<file path="src/rtl/axil_csr_master.sv">
// axil_csr_master: single-outstanding AXI4-Lite initiator that turns CSR commands into read/write
// transactions, with a response timeout that drains any late beat before accepting new work.
module axil_csr_master #(
    parameter int ADDRESS_WIDTH  = 32,
    parameter int DATA_WIDTH     = 32,
    parameter int TIMEOUT_CYCLES = 1024
) (
    input  logic                      clock,
    input  logic                      reset,
    input  logic                      cmd_valid,
    output logic                      cmd_ready,
    input  logic                      cmd_write,
    input  logic [ADDRESS_WIDTH-1:0]  cmd_address,
    input  logic [DATA_WIDTH-1:0]     cmd_write_data,
    input  logic [DATA_WIDTH/8-1:0]   cmd_strobe,
    output logic                      rsp_valid,
    input  logic                      rsp_ready,
    output logic [DATA_WIDTH-1:0]     rsp_read_data,
    output logic [1:0]                rsp_resp,
    output logic                      rsp_timeout,
    output logic                      busy,
    output logic                      AXIL_awvalid,
    input  logic                      AXIL_awready,
    output logic [ADDRESS_WIDTH-1:0]  AXIL_awaddr,
    output logic [2:0]                AXIL_awprot,
    output logic                      AXIL_wvalid,
    input  logic                      AXIL_wready,
    output logic [DATA_WIDTH-1:0]     AXIL_wdata,
    output logic [DATA_WIDTH/8-1:0]   AXIL_wstrb,
    input  logic                      AXIL_bvalid,
    output logic                      AXIL_bready,
    input  logic [1:0]                AXIL_bresp,
    output logic                      AXIL_arvalid,
    input  logic                      AXIL_arready,
    output logic [ADDRESS_WIDTH-1:0]  AXIL_araddr,
    output logic [2:0]                AXIL_arprot,
    input  logic                      AXIL_rvalid,
    output logic                      AXIL_rready,
    input  logic [DATA_WIDTH-1:0]     AXIL_rdata,
    input  logic [1:0]                AXIL_rresp
);
    localparam int CW = TIMEOUT_CYCLES > 0 ? $clog2(TIMEOUT_CYCLES + 1) : 1;

    typedef enum logic [2:0] {IDLE, WRITE, WRITE_RESP, READ, READ_RESP, RESPOND, DRAIN} state_t;

    state_t                  state, state_n;
    logic                    is_write;
    logic [CW-1:0]           cnt;
    logic                    cmd_fire, aw_fire, w_fire, b_fire, ar_fire, r_fire, rsp_fire;
    logic                    resp_fire, limit, enter_rsp;
    logic                    cmd_ready_n, busy_n, awvalid_n, wvalid_n, arvalid_n;
    logic                    bready_n, rready_n, rsp_valid_n, rsp_timeout_n;
    logic [1:0]              rsp_resp_n;
    logic [DATA_WIDTH-1:0]   rsp_read_data_n;

    assign AXIL_awprot = 3'b000;
    assign AXIL_arprot = 3'b000;
    assign cmd_fire  = cmd_valid & cmd_ready;
    assign aw_fire   = AXIL_awvalid & AXIL_awready;
    assign w_fire    = AXIL_wvalid & AXIL_wready;
    assign b_fire    = AXIL_bvalid & AXIL_bready;
    assign ar_fire   = AXIL_arvalid & AXIL_arready;
    assign r_fire    = AXIL_rvalid & AXIL_rready;
    assign rsp_fire  = rsp_valid & rsp_ready;
    assign resp_fire = is_write ? b_fire : r_fire;
    // A real beat in the same cycle as the limit wins over the timeout.
    assign limit     = TIMEOUT_CYCLES != 0 && cnt == CW'(TIMEOUT_CYCLES);

    always_ff @(posedge clock) begin
        if (reset) begin
            state         <= IDLE;
            is_write      <= 1'b0;
            cnt           <= '0;
            cmd_ready     <= 1'b0;
            busy          <= 1'b0;
            AXIL_awvalid  <= 1'b0;
            AXIL_wvalid   <= 1'b0;
            AXIL_arvalid  <= 1'b0;
            AXIL_bready   <= 1'b0;
            AXIL_rready   <= 1'b0;
            AXIL_awaddr   <= '0;
            AXIL_araddr   <= '0;
            AXIL_wdata    <= '0;
            AXIL_wstrb    <= '0;
            rsp_valid     <= 1'b0;
            rsp_resp      <= 2'b00;
            rsp_timeout   <= 1'b0;
            rsp_read_data <= '0;
        end else begin
            state         <= state_n;
            cnt           <= (state == WRITE_RESP || state == READ_RESP) ? cnt + CW'(1) : '0;
            cmd_ready     <= cmd_ready_n;
            busy          <= busy_n;
            AXIL_awvalid  <= awvalid_n;
            AXIL_wvalid   <= wvalid_n;
            AXIL_arvalid  <= arvalid_n;
            AXIL_bready   <= bready_n;
            AXIL_rready   <= rready_n;
            rsp_valid     <= rsp_valid_n;
            rsp_resp      <= rsp_resp_n;
            rsp_timeout   <= rsp_timeout_n;
            rsp_read_data <= rsp_read_data_n;
            if (cmd_fire) begin
                is_write    <= cmd_write;
                AXIL_awaddr <= cmd_address;
                AXIL_araddr <= cmd_address;
                AXIL_wdata  <= cmd_write_data;
                AXIL_wstrb  <= cmd_strobe;
            end
        end
    end

    always_comb begin
        state_n = state;
        case (state)
            IDLE:       state_n = cmd_fire ? (cmd_write ? WRITE : READ) : IDLE;
            WRITE:      state_n = ((~AXIL_awvalid | aw_fire) & (~AXIL_wvalid | w_fire)) ? WRITE_RESP : WRITE;
            WRITE_RESP: state_n = (b_fire | limit) ? RESPOND : WRITE_RESP;
            READ:       state_n = ar_fire ? READ_RESP : READ;
            READ_RESP:  state_n = (r_fire | limit) ? RESPOND : READ_RESP;
            RESPOND:    state_n = rsp_fire ? (rsp_timeout ? DRAIN : IDLE) : RESPOND;
            DRAIN:      state_n = resp_fire ? IDLE : DRAIN;
            default:    state_n = IDLE;
        endcase
    end

    // Outputs are computed one cycle ahead from the next state and registered.
    always_comb begin
        enter_rsp       = state_n == RESPOND && state != RESPOND;
        cmd_ready_n     = state_n == IDLE;
        busy_n          = state_n != IDLE;
        awvalid_n       = (cmd_fire & cmd_write) | (AXIL_awvalid & ~AXIL_awready);
        wvalid_n        = (cmd_fire & cmd_write) | (AXIL_wvalid & ~AXIL_wready);
        arvalid_n       = (cmd_fire & ~cmd_write) | (AXIL_arvalid & ~AXIL_arready);
        bready_n        = state_n == WRITE_RESP || (state_n == DRAIN && is_write);
        rready_n        = state_n == READ_RESP || (state_n == DRAIN && !is_write);
        rsp_valid_n     = state_n == RESPOND;
        rsp_timeout_n   = enter_rsp ? ~resp_fire : rsp_timeout;
        rsp_resp_n      = enter_rsp ? (~resp_fire ? 2'b10 : (is_write ? AXIL_bresp : AXIL_rresp)) : rsp_resp;
        rsp_read_data_n = enter_rsp ? (r_fire ? AXIL_rdata : '0) : rsp_read_data;
    end
endmodule

</file>
<file path="config.mk">
export PLATFORM = sky130hd
export DESIGN_NAME = axil_csr_master
export DESIGN_NICKNAME = d
export VERILOG_FILES = /design/src/rtl/axil_csr_master.sv
export SDC_FILE = /design/constraint.sdc
export NUM_CORES = 1
export LEC_CHECK = 0
export CAP_MARGIN = 25
export CELL_PAD_IN_SITES_DETAIL_PLACEMENT = 0
export CELL_PAD_IN_SITES_GLOBAL_PLACEMENT = 1
export CORE_MARGIN = 4
export CORE_UTILIZATION = 28
export DETAILED_ROUTE_END_ITERATION = 8
export GPL_TIMING_DRIVEN = 0
export PLACE_DENSITY = 0.92
export SLEW_MARGIN = 40
export SYNTH_ARGS = -nofsm -noshare
export SYNTH_HDL_FRONTEND = slang
export SYNTH_SLANG_ARGS = --single-unit
</file>
<file path="constraint.sdc">
create_clock -name clock -period 2.7 [get_ports clock]
set_clock_uncertainty 0.1 [all_clocks]
set_input_delay 0.54 -clock clock [delete_from_list [all_inputs] [get_ports clock]]
set_output_delay 0.54 -clock clock [all_outputs]
set_load 0.01 [all_outputs]
</file>
* Word level (Yosys, flattened, before mapping)
Cells that the tools add are included.
Cells by class: muxes and demuxes 14, bitwise logic cells 28, equal/unequal tests 12, add/subtract/negate cells 1, reductions and logical operators 11
Operators by type and width (count):
- 32-bit 2-to-1 mux | 1
- 3-bit case mux with 7 select lines | 1
- 3-bit equality test, second input constant | 6
- 3-bit 2-to-1 mux | 5
- 1-bit AND | 13
- 11-bit by 1-bit adder with 11-bit output, second input constant | 1
- 11-bit equality test, second input constant | 1
- 2-bit 2-to-1 mux | 5
- 3-bit by 2-bit equality test with 1-bit output, second input constant | 3
- 1-bit inverter | 8
- 1-bit OR | 7
- 3-bit zero test | 2
- 3-bit by 1-bit equality test with 1-bit output, second input constant | 1
- 1-bit logical AND | 3
- 1-bit logical OR | 3
- 3-bit inequality test, second input constant | 1
- 3-bit nonzero test | 1
- 1-bit 2-to-1 mux | 2
- 2-bit OR reduction | 1
- 1-bit zero test | 1
Word-level totals: output and inout port bits 149, register bits after elaboration 126

* Logic depth before layout (Yosys ltp)
depth after elaboration 8, gate-level depth with buffers 9, gate-level depth less buffers 7

* Least setup slack after synthesis
No wires, ideal clock.
path type reg-to-reg, from register cnt[6], to register rsp_resp[0], arrival 1.900 ns, cell stages (with the launch flop) 7, setup slack 0.577 ns, required time 2.477 ns, setup time 0.123 ns, path through dfxtp_1 -> or4b_4 -> o31ai_4 -> o2111ai_2 -> a21o_1 -> buf_6 -> mux2_1
Between the ends: word-level cells in the longest chain between the ends 6
RTL lines:
- start, declared | RTL line 48 | logic [CW-1:0] cnt;
- start signal, assigned | RTL line 91 | cnt <= (state == WRITE_RESP || state == READ_RESP) ? cnt + CW'(1) : '0;
- 11-bit equality test (*) | RTL line 67 | assign limit = TIMEOUT_CYCLES != 0 && cnt == CW'(TIMEOUT_CYCLES);
- 1-bit OR (on tied branches) | RTL line 120, 118
- 1-bit 2-to-1 mux / 3-bit 2-to-1 mux (equally long branches) | RTL line 120, 118
- 3-bit case mux with 7 select lines (*) | RTL line 115 | case (state)
- 3-bit equality test (*) | RTL line 129 | enter_rsp = state_n == RESPOND && state != RESPOND;
- 1-bit logical AND (*) | RTL line 129
- end signal, assigned | RTL line 100 | rsp_resp <= rsp_resp_n;
- end, declared | RTL line 19 | output logic [1:0] rsp_resp,
Every way passes the cells marked *; elsewhere a longest branch is shown, timed or not. A chain may end at the register's enable or synchronous reset.

* Worst setup path in the final report
from input port cmd_valid, to register rsp_read_data[16]
Between the ends: word-level cells in the longest chain between the ends 5
RTL lines:
- start, declared | RTL line 10 | input logic cmd_valid,
- 1-bit AND | RTL line 58 | assign cmd_fire = cmd_valid & cmd_ready;
- 2-bit 2-to-1 mux | RTL line 116 | IDLE: state_n = cmd_fire ? (cmd_write ? WRITE : READ) : IDLE;
- 3-bit case mux with 7 select lines | RTL line 115
- 3-bit equality test | RTL line 129
- 1-bit logical AND | RTL line 129
- end signal, assigned | RTL line 102 | rsp_read_data <= rsp_read_data_n;
- end, declared | RTL line 18 | output logic [DATA_WIDTH-1:0] rsp_read_data,
No other way between the ends.

==> qor.csv <==
stage;metric;value;unit
outcome;status;finished, final reports clean;
hold_path;hold_class;flip-flop to flip-flop;
cells_and_area;drive_gt1_share;8.55;%
place;dp_hpwl;12900;um
pwr;p_leak;3.31;nW
global_route;grt_max_degree;17;
setup_path;cp.required;2.94;ns
pwr;pwr-share-seq;35.0;%
cts;clk_latency;0.42;ns
setup_path;reg2reg_slack;0.38;ns
drt;routed_via_density;4.36;
global_route;overflow;0;
synthesis;syn_avg_cell_area;8.38;um2
synthesis;yosysWarnings;0;
pwr;power.density;708;mW/mm2
sta;max_freq;420;MHz
synthesis;synth_edf_count;0;
synthesis;synth_top_area_share;48.6;%
sta;worst_slew_margin_rel;60.6;%
cts;cts_buffer_depth;2;
setup_path;critPathLaunchType;input port;
die;design.core.area;0.0181;mm2
sta;finalCritPeriodShare;88.2;%
pwr;ir_drop;0.410;mV
hold_path;min_from;AXIL_wdata[30];
die;rows;49;
place;port_buffers;255;
setup_path;worst-path-max-fanout;10;
die;die_height;144;um
cells_and_area;fin_nets;1015;
die;die_x;144;um
pwr;switching_power;1.79;mW
synthesis;ys_seq_area_share;48.6;%
sta;fin_hold_ws;0.352;ns
cts;cts-htree-levels;4;
cts;cts_tree;built;
cts;clk_pin_slew_worst_paths;0.06;ns
hold_path;min_delay_worst_endpoint;AXIL_wdata[30];
synthesis;ys_ff_latch;126;
drt;drc;0;
pwr;p_comb_share;26.0;%
place;dpl_cell_area;0.00805;mm2
drt;drt-initial-drc-count;161;
drt;vias;4977;
setup_path;end_kind;flip-flop;
synthesis;synthTopCellsByCount;nand2_1 (180), dfxtp_1 (126), a21oi_1 (76);
global_route;antenna_found_initial;0;
cells_and_area;finalInstanceArea;0.00867;mm2
sta;setup_tns;0;ns
synthesis;synth.most_common_cell;nand2_1;
setup_path;arrival;2.63;ns
pwr;swShare;29.2;%
drt;drt_pass1_iterations;4;
hold_path;hold_path_depth;2;
cts;cts-root-buf;clkbuf_16;
cells_and_area;num-fill-cells;1810;
setup_path;setup.worst_path.class;input port to flip-flop;
drt;wl_per_cell;14.8;um
cts;clock_sinks;126;
sta;finalSetupViolations;0;
cts;cts_buffers;17;
drt;postRouteWirelength;16800;um
sta;drv_slew;0;
cells_and_area;antennaDiodeCount;0;
synthesis;synth_top_area_cell;dfxtp_1;
setup_path;reg2reg_depth;8;
cts;post_cts.repair.setup_buffers;0;
cts;cts_hold_buffers;0;
pwr;clkPwrFrac;39.0;%
global_route;grt_usage;15.8;%
global_route;grt_pass1_wl;25500;um
synthesis;synth.area.top_cells;dfxtp_1 (49%), nand2_1 (13%), a21oi_1 (7.3%);
synthesis;syn_inst;620;
flow_run;cap_violations;0;
cts;cts_resized;0;
drt;antenna_left;0;
place;gp_congestion;0.802;
die;start_util;28.7;%
place;dpl_worst_slack;-0.163;ns
cells_and_area;syn_to_final_growth;66.9;%
synthesis;syn_area;0.00519;mm2
synthesis;synthArstFlopShare;0;%
sta;min_period;2.38;ns
die;die-area;0.0208;mm2
sta;hold_viol;0;
global_route;grt_pass1_vias;4773;
pwr;p_int;4.35;mW
sta;layout_setup_ws;0.319;ns
synthesis;synth_cell_types;43;
setup_path;timing.rr.end;rsp_read_data[16];
cells_and_area;fin_util;47.9;%
die;io_pins;263;
setup_path;r2r-start;state[1];
synthesis;synthFlopType;dfxtp_1;
sta;grt_setup_unrepaired;no;
sta;worst_pin_slew;0.591;ns
## sequential cells by signal, indices dropped and copies added, names as in the netlist, 2 cells and up
signal         flops
AXIL_wdata        32
AXIL_araddr       32
rsp_resp           2
AXIL_wstrb         4
rsp_read_data     32
cnt               11
state              3
## per-layer routing
metal / part of all wire [%] / track usage (%) / routed length, um
met1: 41 / 18.3 / 6920
met2: 46 / 25.9 / 7810
met3: 11 / 7.77 / 1850
met4: 1.5 / 4.91 / 256
met5: 0 / 0 / 0
## power by group through the flow
stage          sequential (mW)  combinational [mW]  clock [mW]
2_1_floorplan             2.24               0.749           0
3_3_place_gp              2.19                1.60           0
3_5_place_dp              2.19                1.61           0
4_1_cts                   2.15                1.62        2.47
5_1_grt                   2.17                1.75        2.55
6_report                  2.15                1.59        2.40
## critical path: stages
cell and delay (ns):
clkdlybuf4s50_1 0.49, nand2_1 0.24, or4_1 0.51, o2111ai_2 0.13, a21o_1 0.17, buf_6 0.15
buf_6 0.18, mux2i_1 0.21
## cells by family after synthesis
family	Yosys count	synth area share, %
simple gates	266	22.5
flops	126	48.6
compound gates	95	10.3
buf+inv	84	9.40
mux	36	7.01
xor+xnor	10	1.69
fa+ha+maj	2	0.482
other cells	1	0.0722
## per-stage QoR
step	total power, mW	instances
global placement	3.78	1109
finish	6.14	1141
CTS	6.23	1141
floorplan	2.99	625
detailed placement	3.80	1109
global route	6.48	1141
## placed cells by master (no fill, tap or decap), drive strengths merged, types with 3 or more instances in the layout
master	netlist	layout
nand2b	37	37
nor2b	5	5
bufinv	0	3
clkinv	0	4
nor2	20	20
o21ai	3	3
inv	6	11
nand2	180	180
buf	43	43
clkbuf	35	53
clkdlybuf4s50	0	255
dfxtp	126	126
a21oi	76	76
mux2	3	3
mux2i	33	33
nand3	8	8
conb	1	6
and3	5	5
xor2	4	4
xnor2	6	6
a31oi	4	4
## layout make-up
| class | instances | area, um2 | share of cell area (%) |
|---|---|---|---|
| Sequential cell | 126 | 2520 | 29.1 |
| Buffer | 78 | 465 | 5.37 |
| Tap cell | 229 | 287 | 3.30 |
| Inverter | 6 | 22.5 | 0.260 |
| Multi-Input combinational cell | 415 | 2200 | 25.4 |
| Clock buffer | 18 | 439 | 5.06 |
| Timing Repair Buffer | 255 | 2550 | 29.4 |
| Clock inverter | 14 | 180 | 2.08 |
## worst max-delay path by stage
stage | from | end | slack, ns | depth (start not counted)
floorplan | cnt[6] | rsp_resp[0] | 0.58 | 6
global placement | cmd_valid | rsp_read_data[22] | -0.14 | 8
detailed placement | cmd_valid | rsp_read_data[27] | -0.16 | 8
CTS | cmd_valid | rsp_read_data[27] | 0.25 | 8
global route | state[1] | rsp_read_data[27] | 0.15 | 8
finish | cmd_valid | rsp_read_data[16] | 0.32 | 8
Power figures use the tool's default switching activity.
